===== config.mk =====
export PLATFORM = sky130hd
export DESIGN_NAME = gray_ptr_rx
export DESIGN_NICKNAME = d
export VERILOG_FILES = /design/src/rtl/gray_ptr_rx.sv
export SDC_FILE = /design/constraint.sdc
export NUM_CORES = 1
export LEC_CHECK = 0
export ABC_AREA = 1
export BUFFER_PORTS_ARGS = -buffer_cell sky130_fd_sc_hd__buf_4
export CAP_MARGIN = 0
export CORE_MARGIN = 2
export CORE_UTILIZATION = 40
export DETAILED_ROUTE_END_ITERATION = 12
export PLACE_DENSITY_LB_ADDON = 0.3
export SYNTH_ARGS = -nofsm -noshare
export SYNTH_HDL_FRONTEND = slang
export SYNTH_SLANG_ARGS = --single-unit
export TNS_END_PERCENT = 5

===== constraint.sdc =====
create_clock -name clk -period 1.4 [get_ports clk]
set_input_delay 0.07 -clock clk [delete_from_list [all_inputs] [get_ports clk]]
set_output_delay 0.07 -clock clk [all_outputs]
set_load 0.01 [all_outputs]

===== src/rtl/gray_ptr_rx.sv =====
// rtl/gray_ptr_rx.sv - receive side of a Gray-coded pointer crossing: sync, decode, occupancy flags
// Optional Gray transition checker enabled by defining GRAY_PTR_RX_ERRCHK_EN.
module gray_ptr_rx #(
  parameter int SIZE        = 5,
  parameter int SYNC_STAGES = 2,
  parameter int AE_THRESH   = 2
) (
  input  logic            clk,
  input  logic            rst,
  input  logic [SIZE-1:0] wr_gray,
  input  logic [SIZE-1:0] rd_bin,
  output logic [SIZE-1:0] wr_bin,
  output logic [SIZE-1:0] level,
  output logic            empty,
  output logic            almost_empty,
  output logic            full,
  output logic            gray_err,
  output logic [7:0]      err_cnt
);

  localparam logic [SIZE-1:0] AE_LVL   = SIZE'(AE_THRESH);
  localparam logic [SIZE-1:0] FULL_LVL = {1'b1, {(SIZE-1){1'b0}}};

  logic [SIZE-1:0] r_sync [SYNC_STAGES];
  logic [SIZE-1:0] r_wr_bin;
  logic [SIZE-1:0] r_level;
  logic            r_empty;
  logic            r_almost_empty;
  logic            r_full;

  logic [SIZE-1:0] w_gray_s;
  logic [SIZE-1:0] w_bin_next;
  logic [SIZE-1:0] w_level_next;

  assign w_gray_s = r_sync[SYNC_STAGES-1];

  // Bit i of the binary value is the XOR-reduction of Gray bits i and above.
  always_comb begin
    w_bin_next = '0;
    for (int i = 0; i < SIZE; i++) begin
      w_bin_next[i] = ^(w_gray_s >> i);
    end
  end

  // Modular difference; rd_bin is used as presented, wr_bin as last registered.
  assign w_level_next = r_wr_bin - rd_bin;

  always_ff @(posedge clk) begin
    if (rst) begin
      for (int k = 0; k < SYNC_STAGES; k++) begin
        r_sync[k] <= '0;
      end
      r_wr_bin       <= '0;
      r_level        <= '0;
      r_empty        <= 1'b1;
      r_almost_empty <= 1'b1;
      r_full         <= 1'b0;
    end else begin
      r_sync[0] <= wr_gray;
      for (int k = 1; k < SYNC_STAGES; k++) begin
        r_sync[k] <= r_sync[k-1];
      end
      r_wr_bin       <= w_bin_next;
      r_level        <= w_level_next;
      r_empty        <= (w_level_next == '0);
      r_almost_empty <= (w_level_next <= AE_LVL);
      r_full         <= (w_level_next == FULL_LVL);
    end
  end

  assign wr_bin       = r_wr_bin;
  assign level        = r_level;
  assign empty        = r_empty;
  assign almost_empty = r_almost_empty;
  assign full         = r_full;

`ifdef GRAY_PTR_RX_ERRCHK_EN
  localparam logic [SIZE-1:0] ONE = SIZE'(1);

  logic [SIZE-1:0] r_gray_prev;
  logic            r_gray_err;
  logic [7:0]      r_err_cnt;
  logic [SIZE-1:0] w_gray_diff;
  logic            w_multi_bit;

  // More than one bit set iff clearing the lowest set bit leaves something.
  assign w_gray_diff = w_gray_s ^ r_gray_prev;
  assign w_multi_bit = ((w_gray_diff & (w_gray_diff - ONE)) != '0);

  always_ff @(posedge clk) begin
    if (rst) begin
      r_gray_prev <= '0;
      r_gray_err  <= 1'b0;
      r_err_cnt   <= 8'd0;
    end else begin
      r_gray_prev <= w_gray_s;
      r_gray_err  <= w_multi_bit;
      if (r_gray_err && (r_err_cnt != 8'hFF)) begin
        r_err_cnt <= r_err_cnt + 8'd1;
      end
    end
  end

  assign gray_err = r_gray_err;
  assign err_cnt  = r_err_cnt;
`else
  assign gray_err = 1'b0;
  assign err_cnt  = 8'd0;
`endif

endmodule


Yosys cells after proc, flatten, opt, wreduce, memory -nomap -nowiden
Memory sizes are Yosys's and may differ from the RTL's.
Cells that the tools add are included.
{ "word_totals": {"output_inout_bits": 22, "register_bits": 13, "ramBits": 10, "inputBits": 12, "elab_cells": 22, "mem_count": 1} }
{ "memory_table": {"columns": ["name", "words", "width", "read_ports", "rd_ports_with_merged_regs", "write_ports", "line_no", "source"], "rows": [
  ["r_sync", 2, 5, 2, 0, 2, "24", "logic [SIZE-1:0] r_sync [SYNC_STAGES];"]
]} }
{ "classes": {"magnitude_cmp": 1, "n_eq_ne": 1, "mux": 5, "reduce_logical": 6, "n_addsub": 1, "bitwise_logic": 2} }
{ "ops": {"columns": ["op", "n"], "rows": [
  ["5-bit parity", 5],
  ["5-bit two-way mux", 2],
  ["5-bit == test, second input constant", 1],
  ["5-bit by 2-bit <= comparator with 1-bit output, second input constant", 1],
  ["5-bit logical NOT", 1],
  ["5-bit subtractor", 1],
  ["1-bit two-way mux", 3],
  ["1-bit OR", 2]
]} }

Longest topological paths before layout
Gate-level depths: netlist of the first run.
{ "depth": {"word_depth": 3, "mapped_depth": 9} }

Worst setup path before layout of the first run
Ideal clock, no wire load.
{ "synth_path": {"path_type": "register to register", "start": "register r_wr_bin[0], in the netlist wr_bin[0]", "end": "register r_almost_empty, in the netlist almost_empty", "n_path_buf": 0, "setup_slack_ns": -0.187, "stages_incl_launch_ff": 7, "t_arrival_ns": 1.472, "setup_ns": 0.115, "period_less_slack_ns": 1.587, "required_time_ns": 1.285, "path_cell_list": "dfxtp_1 > inv_1 > ha_1 > fa_1 > or2_2 > nand4_1 > nand2_1"} }
{ "synth_between": {"elab_chain_cells": 2} }
{ "synth_rtl": {"columns": ["item", "line_no", "source"], "rows": [
  ["start: declaration", "25", "logic [SIZE-1:0] r_wr_bin;"],
  ["start signal: assignment", "63", "r_wr_bin <= w_bin_next;"],
  ["5-bit subtractor", "46", "assign w_level_next = r_wr_bin - rd_bin;"],
  ["5-bit by 2-bit <= comparator with 1-bit output", "66", "r_almost_empty <= (w_level_next <= AE_LVL);"],
  ["end signal: assignment", "66", null],
  ["end: declaration", "28", "logic r_almost_empty;"]
]} }
Every way passes these cells.
A chain may end at the register's enable or synchronous reset.

Worst setup path in the final report of the first run
Same ends and word-level chain as after synthesis.

==> results by group, run 1 <==
Power
  – Power per standard cell area: 1058 nW/um2
  – Net Switching: approximately 0.00035 W
  – P_int: 0.0009606 W
  – Part of the power in combinational logic: 22.9%
  – P_leak: 0.6614 nW
  – Register share of total power: 55.1%
  – Peak supply drop: ~0.9 mV
  – Switching power as a share of total power: 26.66%
  – Clock network fraction of design power: 22.0%
  – Total power of the final layout: between 0.001 and 0.0015 W

Timing
  – Minimum clock period: 1.459 ns
  – Maximum clock frequency: 685.2 MHz
  – Final worst-path setup slack: -0.05938 ns
  – Number of slew-limit violations in the final report: 0
  – Final number of setup-violating endpoints: 4
  – Hold_ws: 0.05364 ns
  – Unrepaired setup endpoints after global routing: true
  – Count of final hold-check violations: 0
  – Clk_skew: ~0.0023 ns
  – Post-route fraction of the period consumed by the critical path: 104.2%

Floorplan
  – Die Outline Area: 2800 um2
  – Floorplan die width: 52.92 um
  – Core area: between 2000 and 2500 um2
  – Initial Utilization: roughly 43%
  – Chip height: 52.92 um
  – Row count: 17
  – Io pins: 34

Routing
  – DRT antenna net count: 0
  – DR DRC count: 0
  – Routed length per instance: 8.381 um
  – Wire length reported by the detailed router: 1475 um
  – Via count: 728
  – Number of DRC markers after the initial detailed-route iteration: 2
  – TritonRoute pass-1 iters: 3
  – Drt via density: 4.136

Worst setup path
  – Arrival time of data at the critical path endpoint: 1.71 ns
  – Worst Path Required: around 1.7 ns
  – CP Launch Point: wr_bin[0]$_SDFF_PP0_
  – Worst R2R Path Depth: 9
  – Worst reg2reg startpoint: wr_bin[0]$_SDFF_PP0_
  – Critical path class: reg -> reg
  – Kind of start point of the critical path: flip-flop
  – CP endpoint kind: flip-flop
  – Critical Path Fanout Max: 2

GRT
  – Total congestion overflow after global routing: 0
  – Via count of the first global-routing pass: about 660
  – Global-route usage over all layers: 12.01%
  – Antenna violations before repair: 0
  – Global-route wire length before repair: 2359 um
  – Maximum number of pins on one net before global-route repair: 19

Final layout
  – Sequential Area: 461.7 um2
  – Most common library cell in the layout ignoring fill and taps: sky130_fd_sc_hd__buf_4
  – Post-layout util: 55.41%
  – Total area of multi-input combinational cells: about 380 um2
  – Number of inserted filler cells in the final layout: 215
  – Share of layout cells above drive strength 1: 25.00%
  – Most frequent cells in the layout: sky130_fd_sc_hd__buf_4 (26), sky130_fd_sc_hd__inv_1 (23), sky130_fd_sc_hd__nor2_1 (22), sky130_fd_sc_hd__dfxtp_1 (22), sky130_fd_sc_hd__nand2_1 (12)
  – Number of antenna diodes: 0
  – Total number of nets in the final design: approximately 170
  – Area Growth Syn to Fin: 29.28%

Clock tree
  – Number of gates given a new drive strength after cts: 0
  – Post-CTS Setup Repair Bufs: 0
  – Clock Root Buffer: sky130_fd_sc_hd__clkbuf_4
  – Worst skew pair latency: 0.30 ns
  – Maximum count of clock buffers along a single path: 2
  – Number of buffers added by the clock tree synthesis step: 3
  – Num Clock Sinks: 23
  – Clock Pin Slew Worst Setup and Hold Paths: 0.12 ns
  – Clock tree from TritonCTS: done
  – H-Tree Depth: 1

Yosys
  – Top-area cell type share of the netlist area: 48.10%
  – Synth warnings: 0
  – Top cell type by total area after synthesis: sky130_fd_sc_hd__dfxtp_1
  – Area of the mapped netlist: 957.2 um2
  – Number of cells produced by synthesis: 116
  – Average footprint of a synthesized cell: 8.251 um2
  – Sequential cell area fraction in the yosys report: 48.10%
  – Yosys reg bits: 23
  – Netlist cell types: 19
  – Cells taking the most area after synthesis: sky130_fd_sc_hd__dfxtp_1 (48%), sky130_fd_sc_hd__inv_1 (9.4%), sky130_fd_sc_hd__nor2_1 (8.6%)

Outcome
  – Result of the run: complete, but fails checks
  – Violated checks: setup timing

Worst hold path
  – Hold crit path type: in -> reg
  – Worst hold stages: 3
  – Hold path startpoint: rd_bin[0]

Placed design
  – Port Buf Inserts: 24
  – Hpwl dp: 1140 um
  – Final estimated routing congestion in global placement: around 0.86

Job
  – Max-Cap Viols: 0
==> final cells by class <==
cell class | instances | area share (%)
inverters | 24 | 7.280
well taps | 28 | 2.831
repair buffers | 31 | 19.82
clock inverters | 1 | 0.4044
clock buffers | 3 | 1.820
flip-flops and latches | 23 | 37.31
multi-input cells | 66 | 30.54
==> flip-flops by register name (all words and copies together) (netlist names) <==
name,flops
level,5
empty,1
wr_bin,5
full,1
almost_empty,1
r_sync,10
==> metal layers <==
| layer | vias to the layer above | track usage, % | wire length [um] |
|---|---|---|---|
| li1 | 385 | - | - |
| met1 | 324 | 9.965 | 536 |
| met2 | 19 | 24.58 | 840 |
| met3 | 0 | 5.932 | 97 |
| met4 | 0 | 2.564 | 0 |
| met5 | - | 0 | 0 |
==> worst max-delay path: stages (launching register included) <==
cell,delay [ns]
sky130_fd_sc_hd__dfxtp_2,0.35
sky130_fd_sc_hd__inv_2,0.04
sky130_fd_sc_hd__ha_4,0.15
sky130_fd_sc_hd__fa_2,0.34
sky130_fd_sc_hd__nand3b_1,0.18
sky130_fd_sc_hd__nand2_1,0.07
sky130_fd_sc_hd__nand2_1,0.06
sky130_fd_sc_hd__nand2_1,0.07
sky130_fd_sc_hd__nand4_1,0.08
sky130_fd_sc_hd__nand2_1,0.07
==> final timing paths <==
path / slack [ns] / to
setup reg to reg: -0.06 / almost_empty$_SDFF_PP1_
setup / recovery: -0.06 / almost_empty$_SDFF_PP1_
hold reg to reg: 0.41 / r_sync[0][9]$_SDFF_PP0_
hold / removal: 0.05 / level[0]$_SDFF_PP0_
==> synth_stat cells <==
master,n
sky130_fd_sc_hd__a21oi_1,2
sky130_fd_sc_hd__and2_2,1
sky130_fd_sc_hd__buf_2,1
sky130_fd_sc_hd__buf_4,9
sky130_fd_sc_hd__clkbuf_1,1
sky130_fd_sc_hd__conb_1,1
sky130_fd_sc_hd__dfxtp_1,23
sky130_fd_sc_hd__fa_1,1
sky130_fd_sc_hd__ha_1,4
sky130_fd_sc_hd__inv_1,24
sky130_fd_sc_hd__nand2_1,12
sky130_fd_sc_hd__nand3_1,5
sky130_fd_sc_hd__nand3b_1,1
sky130_fd_sc_hd__nand4_1,2
sky130_fd_sc_hd__nor2_1,22
sky130_fd_sc_hd__or2_2,1
sky130_fd_sc_hd__xnor2_1,2
sky130_fd_sc_hd__xnor2_2,1
sky130_fd_sc_hd__xor2_1,3
==> cell families (layout without fill, tap and decap cells) <==
family | count (synthesis) | count (layout) | share of synthesized area (%)
AND/OR/NAND/NOR | 44 | 44 | 19.48
buffers and inverters | 35 | 59 | 17.38
flip-flops | 23 | 23 | 48.10
XOR/XNOR | 6 | 6 | 6.276
adder cells (fa/ha/maj) | 5 | 5 | 7.321
AO/OA/AOI/OAI | 2 | 2 | 1.046
other | 1 | 9 | 0.3918
==> metrics by stage <==
stage / setup TNS, ns / std cells / instance area [um2] / setup WS (ns)
after floorplan: -0.2060 / 124 / 1006 / -0.06893
after global placement: -0.1995 / 167 / 1160 / -0.05321
after detailed placement: -0.3258 / 167 / 1160 / -0.09220
after CTS: -0.2058 / 176 / 1237 / -0.06448
after global routing: -0.7312 / 176 / 1237 / -0.1877
final: -0.1637 / 176 / 1237 / -0.05938
==> repair_timing <==
| action | in CTS | in global routing |
|---|---|---|
| setup endpoints to repair | 5 | 5 |
| hold endpoints to repair | 5 | 0 |
| gates cloned | 0 | 0 |
| hold buffers | 5 | 0 |
| pin swaps | 2 | 0 |
==> power groups by stage <==
stage	sequential (W)	clock, W	combinational [W]
4_1_cts	0.000723	0.000306	0.000302
3_5_place_dp	0.000738	0	0.000291
3_3_place_gp	0.000735	0	0.000283
6_report	0.000722	0.000288	0.000300
5_1_grt	0.000727	0.000333	0.000336
2_1_floorplan	0.000754	0	0.000179
Power figures use the tool's default switching activity.
==> run 2: changes to the inputs <==
CORE_MARGIN = 1.5   (was 2)
==> run 2 against run 1 <==
  * The run still ends with setup timing left
  * Clock skew rose by 0.00090 ns
  * First-iteration DRC count fell by 50%
  * Register-to-register slack got worse by 0.04 ns
  * Highest routed layer is now met4
  * Total power rose by 1.4%
  * Largest cell class unchanged
==> results by group, run 2 (synthesis gave the netlist of run 1 again) <==
Routing
  – DRT antenna net count: 0 (unchanged)
  – Via count: 723 (-0.69%)
  – Drt via density: 4.085 (-1.2%)
  – Routed length per instance: 8.582 um (+2.4%)
  – DR DRC count: 0 (unchanged)
  – Wire length reported by the detailed router: 1519 um (+3.0%)
  – Number of DRC markers after the initial detailed-route iteration: 1 (-1)
  – TritonRoute pass-1 iters: 4 (+1)

Timing
  – Maximum clock frequency: 668.8 MHz (-2.4%)
  – Final worst-path setup slack: -0.09518 ns (-0.03580 ns)
  – Number of slew-limit violations in the final report: 0 (unchanged)
  – Final number of setup-violating endpoints: 4 (unchanged)
  – Unrepaired setup endpoints after global routing: true
  – Clk_skew: 0.003191 ns (+0.0008994 ns)
  – Count of final hold-check violations: 0 (unchanged)
  – Post-route fraction of the period consumed by the critical path: 106.8% (+2.6 points)
  – Minimum clock period: 1.495 ns (+0.03580 ns)

Floorplan
  – Chip height: 51.92 um (-1.9%)
  – Die Outline Area: 2695 um2 (-3.7%)
  – Io pins: 34 (unchanged)
  – Row count: 17 (unchanged)
  – Core area: 2233 um2 (unchanged)
  – Floorplan die width: 51.92 um (-1.9%)
  – Initial Utilization: 42.86% (unchanged)

Job
  – Max-Cap Viols: 0 (unchanged)

Final layout
  – Most frequent cells in the layout: sky130_fd_sc_hd__buf_4 (27), sky130_fd_sc_hd__inv_1 (23), sky130_fd_sc_hd__nor2_1 (22), sky130_fd_sc_hd__dfxtp_1 (22), sky130_fd_sc_hd__nand2_1 (12)
  – Total number of nets in the final design: 167 (+0.60%)
  – Most common library cell in the layout ignoring fill and taps: sky130_fd_sc_hd__buf_4
  – Register name with the most flops: r_sync
  – Number of flip-flops under the largest register name: 10 (unchanged)
  – Number of antenna diodes: 0 (unchanged)
  – Area Growth Syn to Fin: 29.93%
  – Share of layout cells above drive strength 1: 24.83% (-0.17 points)
  – Post-route insts no fill: 177 (+0.57%)
  – Post-layout util: 55.69% (+0.28 points)

Clock tree
  – Maximum count of clock buffers along a single path: 2 (unchanged)
  – Clock Root Buffer: sky130_fd_sc_hd__clkbuf_4
  – Clock tree from TritonCTS: done
  – Clock Pin Slew Worst Setup and Hold Paths: 0.12 ns (about the same)
  – Number of gates given a new drive strength after cts: 0 (unchanged)
  – Number of buffers added by the clock tree synthesis step: 3 (unchanged)
  – Worst skew pair latency: 0.31 ns (about the same)
  – Num Clock Sinks: 23 (unchanged)
  – H-Tree Depth: 1 (unchanged)

Worst setup path
  – Largest stage delay on the critical path: 0.35 ns (about the same)
  – CP Launch Point: wr_bin[0]$_SDFF_PP0_
  – Arrival time of data at the critical path endpoint: 1.76 ns (+0.05 ns)
  – Worst Path Required: 1.67 ns (+0.02 ns)
  – Cell with the largest stage delay on the worst path: sky130_fd_sc_hd__dfxtp_2
  – Worst reg2reg startpoint: wr_bin[0]$_SDFF_PP0_
  – Cell Chain, Critical Path: inv_2 -> ha_4 -> fa_2 -> nand3b_1 -> nand2_1 -> nand2_1 -> nand2_1 -> nand4_1 -> nand2_1
  – Kind of start point of the critical path: flip-flop
  – Critical path class: reg -> reg
  – Cell type with the highest occurrence count on the critical path: sky130_fd_sc_hd__nand2_1
  – CP endpoint kind: flip-flop
  – Critical Path Fanout Max: 2 (unchanged)

Placed design
  – Port Buf Inserts: 24 (unchanged)
  – Hpwl dp: 1114 um (-2.3%)
  – Placement Setup Slack: -0.1251 ns (-0.03293 ns)
  – Final estimated routing congestion in global placement: 0.8162 (-5.3%)
  – Number of cells in the design after placement: 167 (unchanged)

Outcome
  – Result of the run: complete, but fails checks
  – Violated checks: setup timing

Worst hold path
  – Hold path startpoint: rst
  – Hold crit path type: in -> reg

GRT
  – Total congestion overflow after global routing: 0 (unchanged)
  – Global-route wire length before repair: 2518 um (+6.7%)
  – Global-route usage over all layers: 13.21% (+1.2 points)
  – Via count of the first global-routing pass: 680 (+3.2%)
  – Maximum number of pins on one net before global-route repair: 19 (unchanged)
  – Antenna violations before repair: 0 (unchanged)

Power
  – Peak supply drop: 0.6625 mV (-28%)
  – Total power of the final layout: 0.001328 W (+1.4%)
  – P_leak: 0.6636 nW (+0.33%)
  – Power per standard cell area: 1068 nW/um2 (+0.86%)
## run 2: final cells by class
cell class,instances,area [um2]
clock buffer,4,26.28
inverter,24,90.09
sequential,23,461.7
fill,219,989.7
timing repair buffer,32,252.7
tap,28,35.03
multi-input combinational,66,377.9
## run 2: layer usage
metal	global-route usage (%)	vias to the layer above	share of wire (%)
met5	0	-	0
met4	7.895	0	2.2
met3	3.736	3	4.6
met2	26.37	19	55
met1	11.07	317	38
li1	-	384	-
## run 2: worst paths after layout
path         cells after the start                 endpoint  slack, ns
min                              2      level[0]$_SDFF_PP0_       0.04
max                              9         empty$_SDFF_PP1_       -0.1
max reg2reg                      9         empty$_SDFF_PP1_       -0.1
min reg2reg                      2  r_sync[0][5]$_SDFF_PP0_       0.41
## run 2: worst max-delay path, delay by kind of cell (launching register included)
family | cells | cell delay (ns)
fa+ha+maj | 2 | 0.49
buf+inv | 1 | 0.04
simple gates | 6 | 0.57
flops | 1 | 0.35
## run 2: repair_timing
item / CTS / global route
hold endpoints to repair: 5 / 0
setup buffers: 1 / 0
pin swaps: 5 / 1
setup endpoints to repair: 4 / 5
hold buffers: 5 / 0
## run 2: where the power goes
group | internal (W) | leakage, nW | total [W] | switching [W]
clock network | 0.000111 | 0.0150 | 0.000304 | 0.000193
registers | 0.000704 | 0.191 | 0.000721 | 0.0000171
logic | 0.000153 | 0.458 | 0.000302 | 0.000149
## run 2: stage by stage
| stage | setup TNS (ns) | instance area [um2] | hold WS (ns) |
|---|---|---|---|
| 3_5_place_dp | -0.3731 | 1160 | 0.2776 |
| 4_1_cts | -0.2267 | 1244 | 0.03683 |
| 3_3_place_gp | -0.1936 | 1160 | 0.2675 |
| 2_1_floorplan | -0.2060 | 1006 | 0.1770 |
| 5_1_grt | -0.6285 | 1244 | 0.04255 |
| 6_report | -0.2235 | 1244 | 0.04301 |
==> run 3: changes to the inputs <==
ABC_CLOCK_PERIOD_IN_PS = 1400   (was default)
BUFFER_PORTS_ARGS = -buffer_cell sky130_fd_sc_hd__buf_2   (was -buffer_cell sky130_fd_sc_hd__buf_4)
==> run 3 against run 2 <==
  * The flow still finishes with violations (setup timing)
  * Wire length is 4.5% lower
  * Fmax is 2.3% lower
  * Clock-buffer cell count is 1 lower
  * Clock skew is 0.0032 ns higher
  * Combinational power is 11% lower
  * Clock power hardly changed
  * Sequential share of layout area is 2.2 points higher
  * Global-route usage is 0.80 points lower
  * Worst hold slack better by 0.019 ns
  * Core utilization is 3.1 points lower
  * Sequential power hardly changed
  * Non-clock buffer count is 3 lower
  * Critical path type unchanged
  * Critical endpoint is now almost_empty$_SDFF_PP1_
==> results by group, run 3 (synthesis gave the netlist of run 1 again) <==
Outcome
  – Result of the run: complete, but fails checks
  – Violated checks: setup timing

Clock tree
  – Number of buffers added by the clock tree synthesis step: 3 (unchanged)
  – H-Tree Depth: 1 (unchanged)
  – Worst skew pair latency: 0.31 ns (about the same)
  – Clock Root Buffer: sky130_fd_sc_hd__clkbuf_4
  – Maximum count of clock buffers along a single path: 2 (unchanged)
  – Num Clock Sinks: 23 (unchanged)
  – Clock tree from TritonCTS: done
  – Clock Pin Slew Worst Setup and Hold Paths: 0.13 ns (about the same)

Placed design
  – Port Buf Inserts: 24 (unchanged)
  – Hpwl dp: 1098 um (-1.5%)
  – Final estimated routing congestion in global placement: 0.8308 (+1.8%)
  – Placement Setup Slack: -0.1105 ns (+0.01463 ns)
  – Area after detailed placement: 1085 um2 (-6.5%)

Power
  – P_leak: 0.6370 nW (-4.0%)
  – Peak supply drop: 0.9321 mV (+41%)
  – Power per standard cell area: 1102 nW/um2 (+3.2%)

Worst setup path
  – Worst reg2reg startpoint: wr_bin[0]$_SDFF_PP0_
  – Arrival time of data at the critical path endpoint: 1.79 ns (+0.03 ns)
  – Critical Path Fanout Max: 2 (unchanged)
  – Kind of start point of the critical path: flip-flop
  – CP endpoint kind: flip-flop
  – Worst Path Required: 1.66 ns (about the same)
  – Critical path class: reg -> reg
  – CP Launch Point: wr_bin[0]$_SDFF_PP0_

Timing
  – Minimum clock period: 1.530 ns (+0.03497 ns)
  – Maximum clock frequency: 653.5 MHz (-2.3%)
  – Number of slew-limit violations in the final report: 0 (unchanged)
  – Clk_skew: 0.006381 ns (+0.003190 ns)
  – Final worst-path setup slack: -0.1301 ns (-0.03497 ns)
  – Final number of setup-violating endpoints: 4 (unchanged)
  – Hold_ws: 0.06162 ns (+0.01861 ns)
  – Unrepaired setup endpoints after global routing: true
  – Post-route fraction of the period consumed by the critical path: 109.3% (+2.5 points)
  – Count of final hold-check violations: 0 (unchanged)

Routing
  – DRT antenna net count: 0 (unchanged)
  – Routed length per instance: 8.333 um (-2.9%)
  – Via count: 750 (+3.7%)
  – Wire length reported by the detailed router: 1450 um (-4.5%)
  – Number of DRC markers after the initial detailed-route iteration: 8 (+7)
  – Drt via density: 4.310 (+5.5%)
  – TritonRoute pass-1 iters: 4 (unchanged)
  – DR DRC count: 0 (unchanged)

GRT
  – Global-route wire length before repair: 2394 um (-4.9%)
  – Global-route usage over all layers: 12.41% (-0.80 points)
  – Antenna violations before repair: 0 (unchanged)
  – Maximum number of pins on one net before global-route repair: 19 (unchanged)
  – Via count of the first global-routing pass: 707 (+4.0%)
  – Total congestion overflow after global routing: 0 (unchanged)

Final layout
  – Share of layout cells above drive strength 1: 26.03% (+1.2 points)
  – Most frequent cells in the layout: sky130_fd_sc_hd__buf_2 (24), sky130_fd_sc_hd__inv_1 (23), sky130_fd_sc_hd__nor2_1 (22), sky130_fd_sc_hd__dfxtp_1 (22), sky130_fd_sc_hd__nand2_1 (10)
  – Post-layout util: 52.61% (-3.1 points)
  – Area Growth Syn to Fin: 22.75%
  – Total number of nets in the final design: 164 (-1.8%)
  – Number of flip-flops under the largest register name: 10 (unchanged)
  – Register name with the most flops: r_sync
  – Post-layout instance area: 1175 um2 (-5.5%)
  – Most common library cell in the layout ignoring fill and taps: sky130_fd_sc_hd__buf_2
  – Number of antenna diodes: 0 (unchanged)

Floorplan
  – Initial Utilization: 42.86% (unchanged)
  – Floorplan die width: 51.92 um (unchanged)
  – Io pins: 34 (unchanged)
  – Chip height: 51.92 um (unchanged)
  – Row count: 17 (unchanged)
  – Core area: 2233 um2 (unchanged)
  – Die Outline Area: 2695 um2 (unchanged)

Worst hold path
  – Hold crit path type: in -> reg
  – Hold path startpoint: rd_bin[0]

Job
  – Max-Cap Viols: 0 (unchanged)
==> run 3: cell types whose count changed in the layout (fill, tap and decap cells not counted), sizes merged <==
cell      delta
buf          -3
clkbuf       -1
clkinvlp     +1
==> run 3: worst paths after layout <==
| path | slack (ns) | endpoint | depth (start not counted) |
|---|---|---|---|
| max | -0.13 | almost_empty$_SDFF_PP1_ | 9 |
| min | 0.06 | level[0]$_SDFF_PP0_ | 3 |
| max reg2reg | -0.13 | almost_empty$_SDFF_PP1_ | 9 |
| min reg2reg | 0.41 | r_sync[0][8]$_SDFF_PP0_ | 2 |
==> run 3: per-layer routing <==
layer  up-vias  share of wire (%)  GRT usage [%]
met5         -                  0              0
met4         0                1.9          6.140
met3         4                7.4          5.460
met2        22                 57          26.16
met1       344                 33          8.514
li1        380                  -              -
==> run 3: what timing repair did <==
| action | 4_1_cts | 5_1_grt |
|---|---|---|
| setup endpoints to repair | 5 | 5 |
| setup buffers | 0 | 0 |
| pin swaps | 1 | 1 |
| hold endpoints to repair | 5 | 0 |
| hold buffers | 5 | 0 |
| resized for setup | 0 | 3 |
==> run 3: metrics by stage <==
step,total power (W),std cells,setup TNS [ns]
CTS,0.001308,174,-0.2969
finish,0.001295,174,-0.4208
global placement,0.0009815,165,-0.1815
floorplan,0.0009330,124,-0.2060
global route,0.001381,174,-0.8761
detailed placement,0.0009913,165,-0.3386
==> run 3: final cells by class <==
type,count,area [um2]
inverter,24,90.09
tap,28,35.03
sequential,23,461.7
multi-input combinational,66,387.9
clock inverter,1,7.507
clock buffer,3,22.52
fill,232,1059
timing repair buffer,29,170.2
==> run 3: critical path, cell delays in order, from the launching register on <==
cell and delay, ns:
sky130_fd_sc_hd__dfxtp_2 0.35, sky130_fd_sc_hd__inv_2 0.04, sky130_fd_sc_hd__ha_4 0.15, sky130_fd_sc_hd__fa_2 0.34, sky130_fd_sc_hd__nand3b_1 0.21, sky130_fd_sc_hd__nand2_1 0.11
sky130_fd_sc_hd__nand2_2 0.06, sky130_fd_sc_hd__nand2_2 0.06, sky130_fd_sc_hd__nand4_1 0.09, sky130_fd_sc_hd__nand2_1 0.08
==> run 3: where the power goes <==
part	switching, W	total [W]	internal [W]
logic	0.000150	0.000269	0.000120
registers	0.0000163	0.000720	0.000703
clock network	0.000197	0.000306	0.000109
